[config.mk]
export PLATFORM = sky130hd
export DESIGN_NAME = fill_rect_cmd_encoder_flat
export DESIGN_NICKNAME = d
export VERILOG_FILES = /design/src/rtl/fill_rect_cmd_encoder_if.sv /design/src/rtl/fill_rect_cmd_encoder.sv /design/src/flat_wrapper.sv
export SDC_FILE = /design/constraint.sdc
export NUM_CORES = 1
export LEC_CHECK = 0
export CAP_MARGIN = 40
export CORE_MARGIN = 2
export CORE_UTILIZATION = 55
export CTS_CLUSTER_SIZE = 24
export DETAILED_ROUTE_END_ITERATION = 8
export PLACE_DENSITY = 0.82
export REMOVE_ABC_BUFFERS = 1
export SYNTH_ARGS = -nofsm -noshare
export SYNTH_HDL_FRONTEND = slang
export SYNTH_SLANG_ARGS = --single-unit
[constraint.sdc]
create_clock -name clk -period 2.8 [get_ports clk]
set_input_delay 0.56 -clock clk [delete_from_list [all_inputs] [get_ports clk]]
set_output_delay 0.56 -clock clk [all_outputs]
set_load 0.1 [all_outputs]
[src/rtl/fill_rect_cmd_encoder_if.sv]
// Handshake and byte-stream signals between host, fill-rect command encoder and command FIFO.
// slave = encoder view, master = host/FIFO side view.
interface fill_rect_cmd_encoder_if;
    logic        host_rts;
    logic        host_rtr;
    logic [15:0] host_origx;
    logic [15:0] host_origy;
    logic [15:0] host_wid;
    logic [15:0] host_hgt;
    logic [3:0]  host_rval;
    logic [3:0]  host_gval;
    logic [3:0]  host_bval;
    logic        enc_rts;
    logic        enc_rtr;
    logic [7:0]  enc_data;

    modport slave (
        input  host_rts, host_origx, host_origy, host_wid, host_hgt,
        input  host_rval, host_gval, host_bval, enc_rtr,
        output host_rtr, enc_rts, enc_data
    );

    modport master (
        output host_rts, host_origx, host_origy, host_wid, host_hgt,
        output host_rval, host_gval, host_bval, enc_rtr,
        input  host_rtr, enc_rts, enc_data
    );
endinterface

[src/rtl/fill_rect_cmd_encoder.sv]
// Serializes one fill-rect command into 11 big-endian bytes, with a one-deep holding register.
// Optional macro FILL_RECT_ENC_DROP_EMPTY_EN discards commands with zero width or height.
module fill_rect_cmd_encoder #(
    parameter int CMD_CNT_W = 16
) (
    input  logic                 clk,
    input  logic                 rst_,
    fill_rect_cmd_encoder_if.slave bus,
    output logic                 enc_busy,
    output logic [CMD_CNT_W-1:0] cmd_count
);
    localparam logic [3:0] LAST_IDX = 4'd10;

    typedef enum logic {ST_IDLE, ST_SEND} state_t;

    // Command layout: {origx, origy, wid, hgt, r, g, b}
    state_t                r_state;
    state_t                w_state_next;
    logic [75:0]           r_hold;
    logic [75:0]           r_active;
    logic                  r_hold_valid;
    logic                  w_hold_valid_next;
    logic [3:0]            r_idx;
    logic [3:0]            w_idx_next;
    logic [CMD_CNT_W-1:0]  r_cmd_count;
    logic                  w_host_xfc;
    logic                  w_load;
    logic                  w_count_inc;
    logic                  w_drop;
    logic [63:0]           w_geom;
    logic [7:0]            w_bytes [0:10];

    assign bus.host_rtr = ~r_hold_valid;
    assign w_host_xfc   = bus.host_rts & ~r_hold_valid;
    assign bus.enc_rts  = (r_state == ST_SEND);
    assign enc_busy     = (r_state == ST_SEND);
    assign cmd_count    = r_cmd_count;

`ifdef FILL_RECT_ENC_DROP_EMPTY_EN
    assign w_drop = (r_hold[43:28] == 16'h0000) || (r_hold[27:12] == 16'h0000);
`else
    assign w_drop = 1'b0;
`endif

    // A pending command is consumed whenever the active slot frees up: in IDLE,
    // or on the final byte transfer so the next stream follows with no bubble.
    always_comb begin
        w_state_next      = r_state;
        w_hold_valid_next = r_hold_valid;
        w_idx_next        = r_idx;
        w_load            = 1'b0;
        w_count_inc       = 1'b0;
        case (r_state)
            ST_IDLE: begin
                if (r_hold_valid) begin
                    w_hold_valid_next = 1'b0;
                    if (!w_drop) begin
                        w_load       = 1'b1;
                        w_idx_next   = 4'd0;
                        w_state_next = ST_SEND;
                    end
                end
            end
            ST_SEND: begin
                if (bus.enc_rtr) begin
                    if (r_idx == LAST_IDX) begin
                        w_count_inc  = 1'b1;
                        w_state_next = ST_IDLE;
                        if (r_hold_valid) begin
                            w_hold_valid_next = 1'b0;
                            if (!w_drop) begin
                                w_load       = 1'b1;
                                w_idx_next   = 4'd0;
                                w_state_next = ST_SEND;
                            end
                        end
                    end else begin
                        w_idx_next = r_idx + 4'd1;
                    end
                end
            end
            default: w_state_next = ST_IDLE;
        endcase
        if (w_host_xfc) begin
            w_hold_valid_next = 1'b1;
        end
    end

    always_ff @(posedge clk or negedge rst_) begin
        if (!rst_) begin
            r_state      <= ST_IDLE;
            r_hold_valid <= 1'b0;
            r_hold       <= '0;
            r_active     <= '0;
            r_idx        <= 4'd0;
            r_cmd_count  <= '0;
        end else begin
            r_state      <= w_state_next;
            r_hold_valid <= w_hold_valid_next;
            r_idx        <= w_idx_next;
            if (w_host_xfc) begin
                r_hold <= {bus.host_origx, bus.host_origy, bus.host_wid, bus.host_hgt,
                           bus.host_rval, bus.host_gval, bus.host_bval};
            end
            if (w_load) begin
                r_active <= r_hold;
            end
            if (w_count_inc) begin
                r_cmd_count <= r_cmd_count + 1'b1;
            end
        end
    end

    assign w_geom = r_active[75:12];

    generate
        for (genvar gi = 0; gi < 8; gi++) begin : g_geom_bytes
            assign w_bytes[gi] = w_geom[63-8*gi -: 8];
        end
        for (genvar gi = 0; gi < 3; gi++) begin : g_colour_bytes
            assign w_bytes[8+gi] = {4'h0, r_active[11-4*gi -: 4]};
        end
    endgenerate

    always_comb begin
        bus.enc_data = 8'h00;
        if (r_idx <= LAST_IDX) begin
            bus.enc_data = w_bytes[r_idx];
        end
    end
endmodule

[src/flat_wrapper.sv]
// flat-port wrapper written by rule: the top's interface ports become plain ports
module fill_rect_cmd_encoder_flat 
#(
    parameter int CMD_CNT_W = 16
)
  (clk, rst_, enc_busy, cmd_count, bus_host_rts, bus_host_origx, bus_host_origy, bus_host_wid, bus_host_hgt, bus_host_rval, bus_host_gval, bus_host_bval, bus_enc_rtr, bus_host_rtr, bus_enc_rts, bus_enc_data);
  fill_rect_cmd_encoder_if bus_i ();
  input  logic clk;
  input  logic rst_;
  output logic enc_busy;
  output logic [CMD_CNT_W-1:0] cmd_count;
  input wire logic [$bits(bus_i.host_rts)-1:0] bus_host_rts;
  input wire logic [$bits(bus_i.host_origx)-1:0] bus_host_origx;
  input wire logic [$bits(bus_i.host_origy)-1:0] bus_host_origy;
  input wire logic [$bits(bus_i.host_wid)-1:0] bus_host_wid;
  input wire logic [$bits(bus_i.host_hgt)-1:0] bus_host_hgt;
  input wire logic [$bits(bus_i.host_rval)-1:0] bus_host_rval;
  input wire logic [$bits(bus_i.host_gval)-1:0] bus_host_gval;
  input wire logic [$bits(bus_i.host_bval)-1:0] bus_host_bval;
  input wire logic [$bits(bus_i.enc_rtr)-1:0] bus_enc_rtr;
  output wire logic [$bits(bus_i.host_rtr)-1:0] bus_host_rtr;
  output wire logic [$bits(bus_i.enc_rts)-1:0] bus_enc_rts;
  output wire logic [$bits(bus_i.enc_data)-1:0] bus_enc_data;
  assign bus_i.host_rts = bus_host_rts;
  assign bus_i.host_origx = bus_host_origx;
  assign bus_i.host_origy = bus_host_origy;
  assign bus_i.host_wid = bus_host_wid;
  assign bus_i.host_hgt = bus_host_hgt;
  assign bus_i.host_rval = bus_host_rval;
  assign bus_i.host_gval = bus_host_gval;
  assign bus_i.host_bval = bus_host_bval;
  assign bus_i.enc_rtr = bus_enc_rtr;
  assign bus_host_rtr = bus_i.host_rtr;
  assign bus_enc_rts = bus_i.enc_rts;
  assign bus_enc_data = bus_i.enc_data;
  fill_rect_cmd_encoder #(.CMD_CNT_W(CMD_CNT_W)) u_core (.clk(clk), .rst_(rst_), .bus(bus_i), .enc_busy(enc_busy), .cmd_count(cmd_count));
endmodule
==> impl_metrics.py <==
metrics = {
    "logic_synthesis": {
        "synth_edf_count": 0,
        "avgSynthCellArea_um2": 15.1,
        "synth.largest_area_cell": "dfrtp_1",
        "synth_compound_area_share_pct": 2.61,
        "synth_area_um2": 7570,
        "async_reset_ff_share_pct": 100,
        "synth.yosys.seq_area_share_pct": 57.5,
        "synthTopCellsByCount": "174 x dfrtp_1, 117 x mux2_2, 40 x mux2_4, 20 x mux2i_1, 18 x nand2_1",
        "post_synth_xor_area_fraction_pct": 1.73,
        "syn_inst": 501,
        "yosys_warnings": 0,
        "synth.top_cell.area_share_pct": 57.5,
        "synth_cell_types": 41,
        "synth.most_common_cell": "dfrtp_1",
        "synthFlopType": "dfrtp_1",
        "synth-simple-area-share_pct": 4.10,
        "synth_area_leaders": "dfrtp_1 57%, mux2_2 17%, mux2_4 7.9%, mux2i_1 2.6%, mux4_2 2.4%",
        "synth_top_family_by_area": "multiplexers",
        "synthAdderAreaFrac_pct": 0.496,
        "ys_ff_latch": 174,
        "synthMuxAreaShare_pct": 30.3,
    },
    "cts": {
        "clock-sinks": 174,
        "hold_buffers": 0,
        "cts-buffers-inserted": 17,
        "clkLatencyLatePin_ns": 0.43,
        "cts.clk_slew.worst_paths_ns": 0.06,
        "clockBufferDepth": 2,
        "cts_tree": "done",
        "h-tree-depth": 4,
        "cts-root-buf": "clkbuf_16",
    },
    "route": {
        "drtAntennaViolNets": 0,
        "route.detailed.drc": 0,
        "drt_iter0_drc": 170,
        "vias_per_cell": 5.49,
        "wl_per_cell_um": 18.6,
        "via_count": 4420,
        "finalWirelength_um": 14900,
        "drt_pass1_iterations": 4,
    },
    "critical_path": {
        "endpoint_kind": "output pin",
        "crit_buf_inv": 2,
        "path_depth": 6,
        "critPathKind": "reg2out",
        "crit_chain": "buf_4 -> mux2i_1 -> a22oi_1 -> o211ai_1 -> o22ai_1 -> buf_12",
        "critPathTopFamily": "compound AO/OA/AOI/OAI gates",
        "cp.required_ns": 2.24,
        "cp_max_fo": 9,
        "cp-start-kind": "flip-flop",
        "reg2reg_depth": 7,
        "cp.arrival_ns": 2.20,
        "critPathSlowestCell": "dfrtp_2",
        "cpPeakStageDelay_ns": 0.49,
    },
    "floorplan": {
        "die_w_um": 121,
        "io_pins": 107,
        "start_util_pct": 56.7,
        "die_h_um": 121,
        "placementRows": 42,
        "core-area_um2": 13300,
        "design.die.area_um2": 14700,
    },
    "timing": {
        "clock.fmax_mhz": 362,
        "finalSetupViolations": 0,
        "hold_viol_final": 0,
        "fin_skew_ns": 0.00787,
        "rsz0062_at_grt": "no",
        "finalCriticalPeriod_ns": 2.76,
        "finalCritPeriodShare_pct": 98.7,
        "worst_pin_slew_ns": 0.670,
        "slew_headroom_pct": 55.0,
        "report.final.slew_viol_count": 0,
        "setup_ws_ns": 0.0358,
    },
    "placed_design": {
        "dp_hpwl_um": 10300,
        "portBuffers": 106,
        "place_congestion": 0.797,
        "dp_worst_setup_slack_ns": 0.424,
    },
    "layout": {
        "multi_input_area_um2": 2990,
        "nets": 699,
        "antenna_cells": 0,
        "post-route-util_pct": 71.0,
        "nFillCells": 873,
        "syn_to_final_growth_pct": 25.1,
        "drive_above_1_share_pct": 39.9,
        "regArea_um2": 4360,
    },
    "power": {
        "powerDensity_nw_per_um2": 1220,
        "ir_drop_mv": 1.70,
        "p_leak_nw": 4.16,
    },
    "grt": {
        "grt-ovfl-total": 0,
        "grt_pass1_vias": 4832,
        "grt.total_usage_pct": 22.3,
        "antenna_found_initial": 0,
        "grt_pass1_wl_um": 24900,
        "grt_max_degree": 73,
    },
    "hold_path": {
        "holdCritPathClass": "in2async",
    },
    "run": {
        "drv_cap": 0,
    },
    "outcome": {
        "outcome": "complete, no violations",
    },
}
-- flip-flops by register name (all words and copies together) (netlist names) --
register             flops
u_core.bus.enc_rts       1
u_core.r_hold_valid      1
u_core.r_idx             4
u_core.r_hold           76
u_core.r_active         76
u_core.cmd_count        16
-- layout make-up --
type                            instances  share of cell area (%)
Sequential cell                       174                    46.0
Multi-Input combinational cell        293                    31.6
Timing Repair Buffer                  125                    13.6
Inverter                                5                   0.198
Clock buffer                           22                    5.11
Clock inverter                         10                    1.18
Tap cell                              176                    2.32
-- per-stage QoR --
step	instance area (um^2)	std cells	hold slack, ns	setup TNS, ns	power (mW)
floorplan	7350	472	0.264	-280.82	7.50
global placement	8840	770	0.459	0	9.01
detailed placement	8840	770	0.477	0	9.18
CTS	9440	802	0.157	0	11.6
global route	9470	805	0.194	0	12.1
finish	9470	805	0.146	0	11.6
-- worst paths after layout --
| path | startpoint | endpoint | slack [ns] |
|---|---|---|---|
| max | u_core.r_idx[1]$_DFFE_PN0P_ | bus_enc_data[2] | 0.04 |
| min | rst_ | u_core.r_hold[66]$_DFFE_PN0P_ | 0.15 |
| max reg2reg | u_core.r_idx[0]$_DFFE_PN0P_ | u_core.r_active[75]$_DFFE_PN0P_ | 0.50 |
| max in group asynchronous | rst_ | u_core.r_hold[53]$_DFFE_PN0P_ | 1.90 |
| min in group clk | u_core.cmd_count[15]$_DFFE_PN0P_ | u_core.cmd_count[15]$_DFFE_PN0P_ | 0.49 |
| min reg2reg | u_core.cmd_count[15]$_DFFE_PN0P_ | u_core.cmd_count[15]$_DFFE_PN0P_ | 0.49 |
-- per-layer routing --
layer | track usage, % | share of wire [%] | vias up | wire length (um)
li1 | - | - | 2021 | -
met1 | 30.5 | 44 | 2267 | 6510
met2 | 35.4 | 50 | 111 | 7490
met3 | 4.75 | 4.7 | 21 | 696
met4 | 8.55 | 1.6 | 0 | 240
met5 | 0 | 0 | - | 0
-- worst reg2reg max path: stages (launching register included) --
cell,delay [ns]
dfrtp_1,0.43
inv_1,0.15
ha_1,0.31
nand3b_4,0.15
o21ai_2,0.17
and2_4,0.36
buf_12,0.24
mux2_2,0.37
-- cell usage in the layout (no fill, tap or decap), types with 3 or more instances in the layout --
cell type,instances
dfrtp_1,173
mux2_2,117
clkdlybuf4s50_1,78
mux2_4,40
buf_4,33
mux2i_1,20
nand2_1,18
clkbuf_16,17
nor2_1,15
buf_12,12
xnor2_1,10
mux4_2,8
nand3_1,8
a21oi_1,6
o211ai_1,5
inv_1,5
nand4_1,5
xor2_1,5
a22oi_1,4
o22ai_1,4
clkbuf_8,4
clkinv_2,4
ha_1,3
clkinvlp_4,3
-- logic make-up (layout without fill, tap and decap cells) --
logic type | after synthesis | after routing
flip-flops | 174 | 174
AO/OA/AOI/OAI | 29 | 29
multiplexers | 185 | 185
AND/OR/NAND/NOR | 61 | 61
buffers and inverters | 34 | 162
XOR/XNOR | 15 | 15
adder cells (fa/ha/maj) | 3 | 3
-- power by group --
part	internal [mW]	leakage, nW	switching, mW
Sequential	3.70	2.14	0.792
Clock	1.40	0.288	0.948
Combinational	2.40	1.74	2.32
-- what timing repair did --
| action | CTS | global route |
|---|---|---|
| setup buffers | 0 | 3 |
| endpoints found under the setup margin | 0 | 3 |
| gates resized for setup | 0 | 2 |
Note: power is estimated with default switching activity, not from simulation.
